$ cat src/rtl/comparator_pkg.sv
// Shared definitions for the comparator self-test: FSM state encoding and
// default sizing constants.
package comparator_pkg;

    typedef enum logic [1:0] {
        IDLE  = 2'd0,
        DRIVE = 2'd1,
        CHECK = 2'd2,
        DONE  = 2'd3
    } state_t;

    localparam int DEF_WIDTH         = 4;
    localparam int DEF_SETTLE_CYCLES = 2;
    localparam int DEF_ERR_CNT_W     = 9;

endpackage

$ cat src/rtl/cmp_ref_model.sv
// Golden reference for an unsigned magnitude comparator: produces the flags
// a correct comparator must return for operands a and b.
module cmp_ref_model #(
    parameter int WIDTH = comparator_pkg::DEF_WIDTH
) (
    input  logic [WIDTH-1:0] a,
    input  logic [WIDTH-1:0] b,
    output logic             gt,
    output logic             lt,
    output logic             eq
);

    assign gt = (a > b);
    assign lt = (a < b);
    assign eq = (a == b);

endmodule

$ cat src/rtl/comparator_bist.sv
// Exhaustive self-test sequencer for a magnitude comparator: sweeps every
// operand pair, waits a settle time, and checks the three result flags.
module comparator_bist
    import comparator_pkg::*;
#(
    parameter int WIDTH         = DEF_WIDTH,
    parameter int SETTLE_CYCLES = DEF_SETTLE_CYCLES,
    parameter int ERR_CNT_W     = DEF_ERR_CNT_W
) (
    input  logic                 clk,
    input  logic                 rst_n,
    input  logic                 start,
    output logic [WIDTH-1:0]     a_out,
    output logic [WIDTH-1:0]     b_out,
    input  logic                 agt_b,
    input  logic                 alt_b,
    input  logic                 aeq_b,
    output logic                 busy,
    output logic                 done,
    output logic                 pass,
    output logic [ERR_CNT_W-1:0] err_count,
    output logic                 fail_valid,
    output logic [WIDTH-1:0]     fail_a,
    output logic [WIDTH-1:0]     fail_b
);

    localparam int VW = 2 * WIDTH;
    localparam int SW = (SETTLE_CYCLES > 1) ? $clog2(SETTLE_CYCLES) : 1;
    localparam logic [SW-1:0] SETTLE_INIT = SW'(SETTLE_CYCLES - 1);

    state_t                 state;
    logic [VW-1:0]          vec;
    logic [SW-1:0]          settle;
    logic                   exp_gt;
    logic                   exp_lt;
    logic                   exp_eq;
    logic                   vec_fail;
    logic [ERR_CNT_W-1:0]   err_next;

    assign a_out = vec[VW-1:WIDTH];
    assign b_out = vec[WIDTH-1:0];

    cmp_ref_model #(.WIDTH(WIDTH)) u_ref (
        .a  (vec[VW-1:WIDTH]),
        .b  (vec[WIDTH-1:0]),
        .gt (exp_gt),
        .lt (exp_lt),
        .eq (exp_eq)
    );

    // Any flag mismatch fails the vector, which also catches non-one-hot results.
    assign vec_fail = (agt_b != exp_gt) || (alt_b != exp_lt) || (aeq_b != exp_eq);

    always_comb begin
        err_next = err_count;
        if (vec_fail && (err_count != {ERR_CNT_W{1'b1}}))
            err_next = err_count + ERR_CNT_W'(1);
    end

    always_ff @(posedge clk or negedge rst_n) begin
        if (!rst_n) begin
            state      <= IDLE;
            vec        <= '0;
            settle     <= '0;
            busy       <= 1'b0;
            done       <= 1'b0;
            pass       <= 1'b0;
            err_count  <= '0;
            fail_valid <= 1'b0;
            fail_a     <= '0;
            fail_b     <= '0;
        end else begin
            case (state)
                IDLE, DONE: begin
                    if (start) begin
                        state      <= DRIVE;
                        vec        <= '0;
                        settle     <= SETTLE_INIT;
                        busy       <= 1'b1;
                        done       <= 1'b0;
                        pass       <= 1'b0;
                        err_count  <= '0;
                        fail_valid <= 1'b0;
                        fail_a     <= '0;
                        fail_b     <= '0;
                    end
                end
                DRIVE: begin
                    if (settle != '0)
                        settle <= settle - SW'(1);
                    else
                        state <= CHECK;
                end
                CHECK: begin
                    err_count <= err_next;
                    if (vec_fail && !fail_valid) begin
                        fail_valid <= 1'b1;
                        fail_a     <= vec[VW-1:WIDTH];
                        fail_b     <= vec[WIDTH-1:0];
                    end
                    // Operands advance only here, after the flags were sampled.
                    if (vec == {VW{1'b1}}) begin
                        state <= DONE;
                        busy  <= 1'b0;
                        done  <= 1'b1;
                        pass  <= (err_next == '0);
                    end else begin
                        state  <= DRIVE;
                        vec    <= vec + VW'(1);
                        settle <= SETTLE_INIT;
                    end
                end
                default: state <= IDLE;
            endcase
        end
    end

endmodule

$ cat config.mk
export PLATFORM = sky130hd
export DESIGN_NAME = comparator_bist
export DESIGN_NICKNAME = d
export VERILOG_FILES = /design/src/rtl/comparator_pkg.sv /design/src/rtl/cmp_ref_model.sv /design/src/rtl/comparator_bist.sv
export SDC_FILE = /design/constraint.sdc
export NUM_CORES = 1
export LEC_CHECK = 0
export ABC_CLOCK_PERIOD_IN_PS = 2600
export CELL_PAD_IN_SITES_DETAIL_PLACEMENT = 1
export CELL_PAD_IN_SITES_GLOBAL_PLACEMENT = 2
export CORE_AREA = 2 2 80 82
export CTS_BUF_LIST = sky130_fd_sc_hd__clkbuf_4 sky130_fd_sc_hd__clkbuf_8
export CTS_CLUSTER_DIAMETER = 50
export DETAILED_ROUTE_END_ITERATION = 6
export DIE_AREA = 0 0 82 84
export GPL_ROUTABILITY_DRIVEN = 0
export GPL_TIMING_DRIVEN = 1
export HOLD_SLACK_MARGIN = 0.06
export PLACE_DENSITY_LB_ADDON = 0.1
export SLEW_MARGIN = 15
export SYNTH_ARGS = -nofsm -noshare
export SYNTH_HDL_FRONTEND = slang
export SYNTH_HIERARCHICAL = 1
export SYNTH_SLANG_ARGS = --single-unit
$ cat constraint.sdc
create_clock -name clk -period 2.6 [get_ports clk]
set_input_delay 0.26 -clock clk [delete_from_list [all_inputs] [get_ports clk]]
set_output_delay 0.26 -clock clk [all_outputs]
set_load 0.03 [all_outputs]
==> impl_metrics.toml <==
[final_layout]
layout-drive-gt1-share_pct = 21.54
stdcell_count = 337
area_growth_pct = 39.41
post-route-cell-area_um2 = 2660
n_antenna_cell = 0
final_nets = 275

[clock_tree]
cts_tree = "done"
clk_transition_reported_paths_ps = 80
cts_root_buf = "clkbuf_8"
insertion_delay_ps = 290
cts_buffers = 5
cts_htree_levels = 2
clkSinkCount = 32
clock_path_buffers = 2

[yosys]
ys.flop_type = "dfrtp_1"
synth_simple_gate_area_share_pct = 19.21
syn_area_um2 = 1908
syn_area_per_cell_um2 = 9.446
syn-instance-count = 202
synth_adder_area_share_pct = 6.557
synth_mux_area_share_pct = 3.279
ys_seq_area_share_pct = 41.97
synth-compound-area-share_pct = 19.93
synth_nets = 218
synth_top_family_by_area = "compound AO/OA/AOI/OAI gates"
synth_cell_types = 44
synth-async-reset-ratio_pct = 100.0
synth_xor_xnor_area_share_pct = 5.311
synth_edf_count = 0
ys_seq_elements = 32
ys_warn_count = 6

[grt]
grt_max_degree = 33
antenna_found_initial = 0
first_global_vias = 1870
grt_util_all_layers_pct = 18.06
grt-ovfl-total = 0
grt_pass1_wl_um = 9584

[die]
start_util_pct = 31.30
core_region_area_um2 = 6096
die_h_um = 84
die_x_um = 82
dieArea_um2 = 6888
std_cell_rows = 29
num_io_pins = 35

[critical_path]
crit_type = "reg -> reg"
r2r_slack_ps = 80
critPathCaptureType = "flip-flop"
arrival_ps = 2740
worst-path-max-fanout = 6
critPathLaunchType = "flip-flop"
worstPathRequired_ps = 2820

[drt]
viasPerCell = 5.202
detail_route.wl_per_cell_um = 16.81
drc = 0
drtIter0Drc = 32
met1Wirelength_um = 2433
vias = 1753
drt_first_pass_iters = 4
wl_met2_um = 3040
wl_met3_um = 134
wirelength_um = 5664
top_layer = "met4"
antenna_left = 0

[power_and_ir_drop]
p_seq_share_pct = 27.4
p_per_area_nw_per_um2 = 813.8
swShare_pct = 41.37
share_comb_of_total_power_pct = 53.4
netSwitchingPower_uw = 895.6
internal-power_uw = 1269
p_leak_uw = 0.001150
p_clk_share_pct = 19.1
peakVddDrop_mv = 0.4308

[placed_design]
dpl.cell_count = 325
hpwl_um = 4221
place_area_um2 = 2461
io_buffers = 34
post-place-ws_ps = 24.07

[timing]
finalCritPeriodShare_pct = 96.89
clock.fmax_ghz = 0.3970
holdWs_ps = 383.4
finalSetupViolCount = 0
hold_viol_final = 0
fin_ws_ps = 80.89
relSlewSlack_pct = 60.76
fin_crit_ps = 2519
worstMarginPinSlew_ps = 585.0
clock_skew_ps = 12.42
rsz0062_at_grt = "yes"
slew_violations = 0

[status]
run_status = "finished, final reports clean"

[job]
cap_violations = 0

[hold_path]
hold_path_class = "in -> async"
==> synth_stat cells, types with 2 or more instances <==
cell type | count | area (um^2)
mux2i_1 | 4 | 40.04
nor2b_1 | 4 | 25.02
xnor2_1 | 5 | 43.79
xnor2_2 | 3 | 48.80
nand3_1 | 5 | 25.02
nand4_1 | 5 | 31.28
o21ai_0 | 16 | 80.08
o21ai_1 | 2 | 10.01
nand2_1 | 24 | 90.09
buf_2 | 3 | 15.01
ha_1 | 10 | 125.1
inv_1 | 10 | 37.54
a31oi_1 | 5 | 31.28
or3_1 | 4 | 25.02
a211o_2 | 2 | 20.02
nor3_1 | 3 | 15.01
a21oi_1 | 8 | 40.04
nor2_1 | 17 | 63.81
and3_1 | 3 | 18.77
a22o_1 | 9 | 78.83
dfrtp_1 | 32 | 800.8
clkbuf_1 | 5 | 18.77
mux2_2 | 2 | 22.52
==> cells in the final DEF (no fill, tap or decap), types with 2 or more instances in the layout <==
cell,n
clkdlybuf4s50_1,34
and3_1,3
a211o_2,2
mux2i_1,4
o21ai_0,16
nor2_1,16
ha_4,3
inv_2,2
nand4_1,5
clkinvlp_4,2
a21oi_1,8
mux2_2,2
a31oi_1,5
nor2b_1,3
buf_4,23
clkbuf_8,6
a22o_1,9
dfrtp_1,32
inv_1,8
xnor2_1,5
or3_1,4
ha_1,7
nor3_1,3
xnor2_2,2
nand3_1,5
nand2_1,23
==> layer usage <==
layer  up-vias  GRT usage [%]
li1        846              -
met1       877          22.89
met2        24          31.26
met3         6          3.355
met4         0          4.091
met5         -              0
==> what timing repair did <==
action,4_1_cts,5_1_grt
pin swaps,1,9
resized for setup,0,13
buffers inserted,0,4
hold buffers,0,0
endpoints found under the setup margin,1,10
==> per-stage QoR <==
step           util [%]  power (uW)  setup TNS (ps)
2_1_floorplan         -        1270               0
3_3_place_gp      40.37        1606               0
3_5_place_dp      40.37        1641               0
4_1_cts           41.97        2071               0
5_1_grt           43.64        2332          -71.13
6_report          43.64        2165               0
==> critical path: stages (launching register included) <==
cell      delay, ps
dfrtp_1         420
ha_4            300
nand2_4          50
o21bai_4        160
a21oi_2         170
xnor2_2         160
a31oi_4         160
or4_1           520
a222oi_1        330
a31o_1          190
==> cell families after synthesis <==
kind of cell             count (synthesis)
XOR/XNOR                                 9
buffers and inverters                   18
AO/OA/AOI/OAI                           53
flip-flops                              32
adder cells (fa/ha/maj)                 10
AND/OR/NAND/NOR                         74
multiplexers                             6
==> path summary, 6_finish.rpt <==
path / start / to / cells past startpoint
max: vec[7]$_DFFE_PN0P_ / pass$_DFFE_PN0P_ / 9
min: rst_n / err_count[5]$_DFFE_PN0P_ / 2
max reg2reg: vec[7]$_DFFE_PN0P_ / pass$_DFFE_PN0P_ / 9
min reg2reg: fail_b[1]$_DFFE_PN0P_ / fail_b[1]$_DFFE_PN0P_ / 1
max in group asynchronous: rst_n / err_count[3]$_DFFE_PN0P_ / 2
min in group clk: fail_b[1]$_DFFE_PN0P_ / fail_b[1]$_DFFE_PN0P_ / 1
==> power groups by stage <==
stage          Clock (uW)  Combinational (uW)  Sequential [uW]
3_3_place_gp            0                1010              600
2_1_floorplan           0                 600              670
4_1_cts               430                1050              594
3_5_place_dp            0                1040              603
6_report              414                1160              594
5_1_grt               454                1270              603
==> registers in the layout (all words and copies together), names as in the netlist, 2 cells and up <==
signal	cells
err_count	9
vec	8
fail_a	4
fail_b	4
state	2
==> area by class of cell <==
type / count / area [um^2]
fill: 709 / 3436
timing repair buffer: 58 / 524.3
clock inverter: 2 / 15.01
tap: 77 / 96.34
multi-input combinational: 152 / 1104
inverter: 10 / 37.54
sequential: 32 / 800.8
clock buffer: 6 / 82.58
No activity file was read; power rests on OpenSTA's default activity.
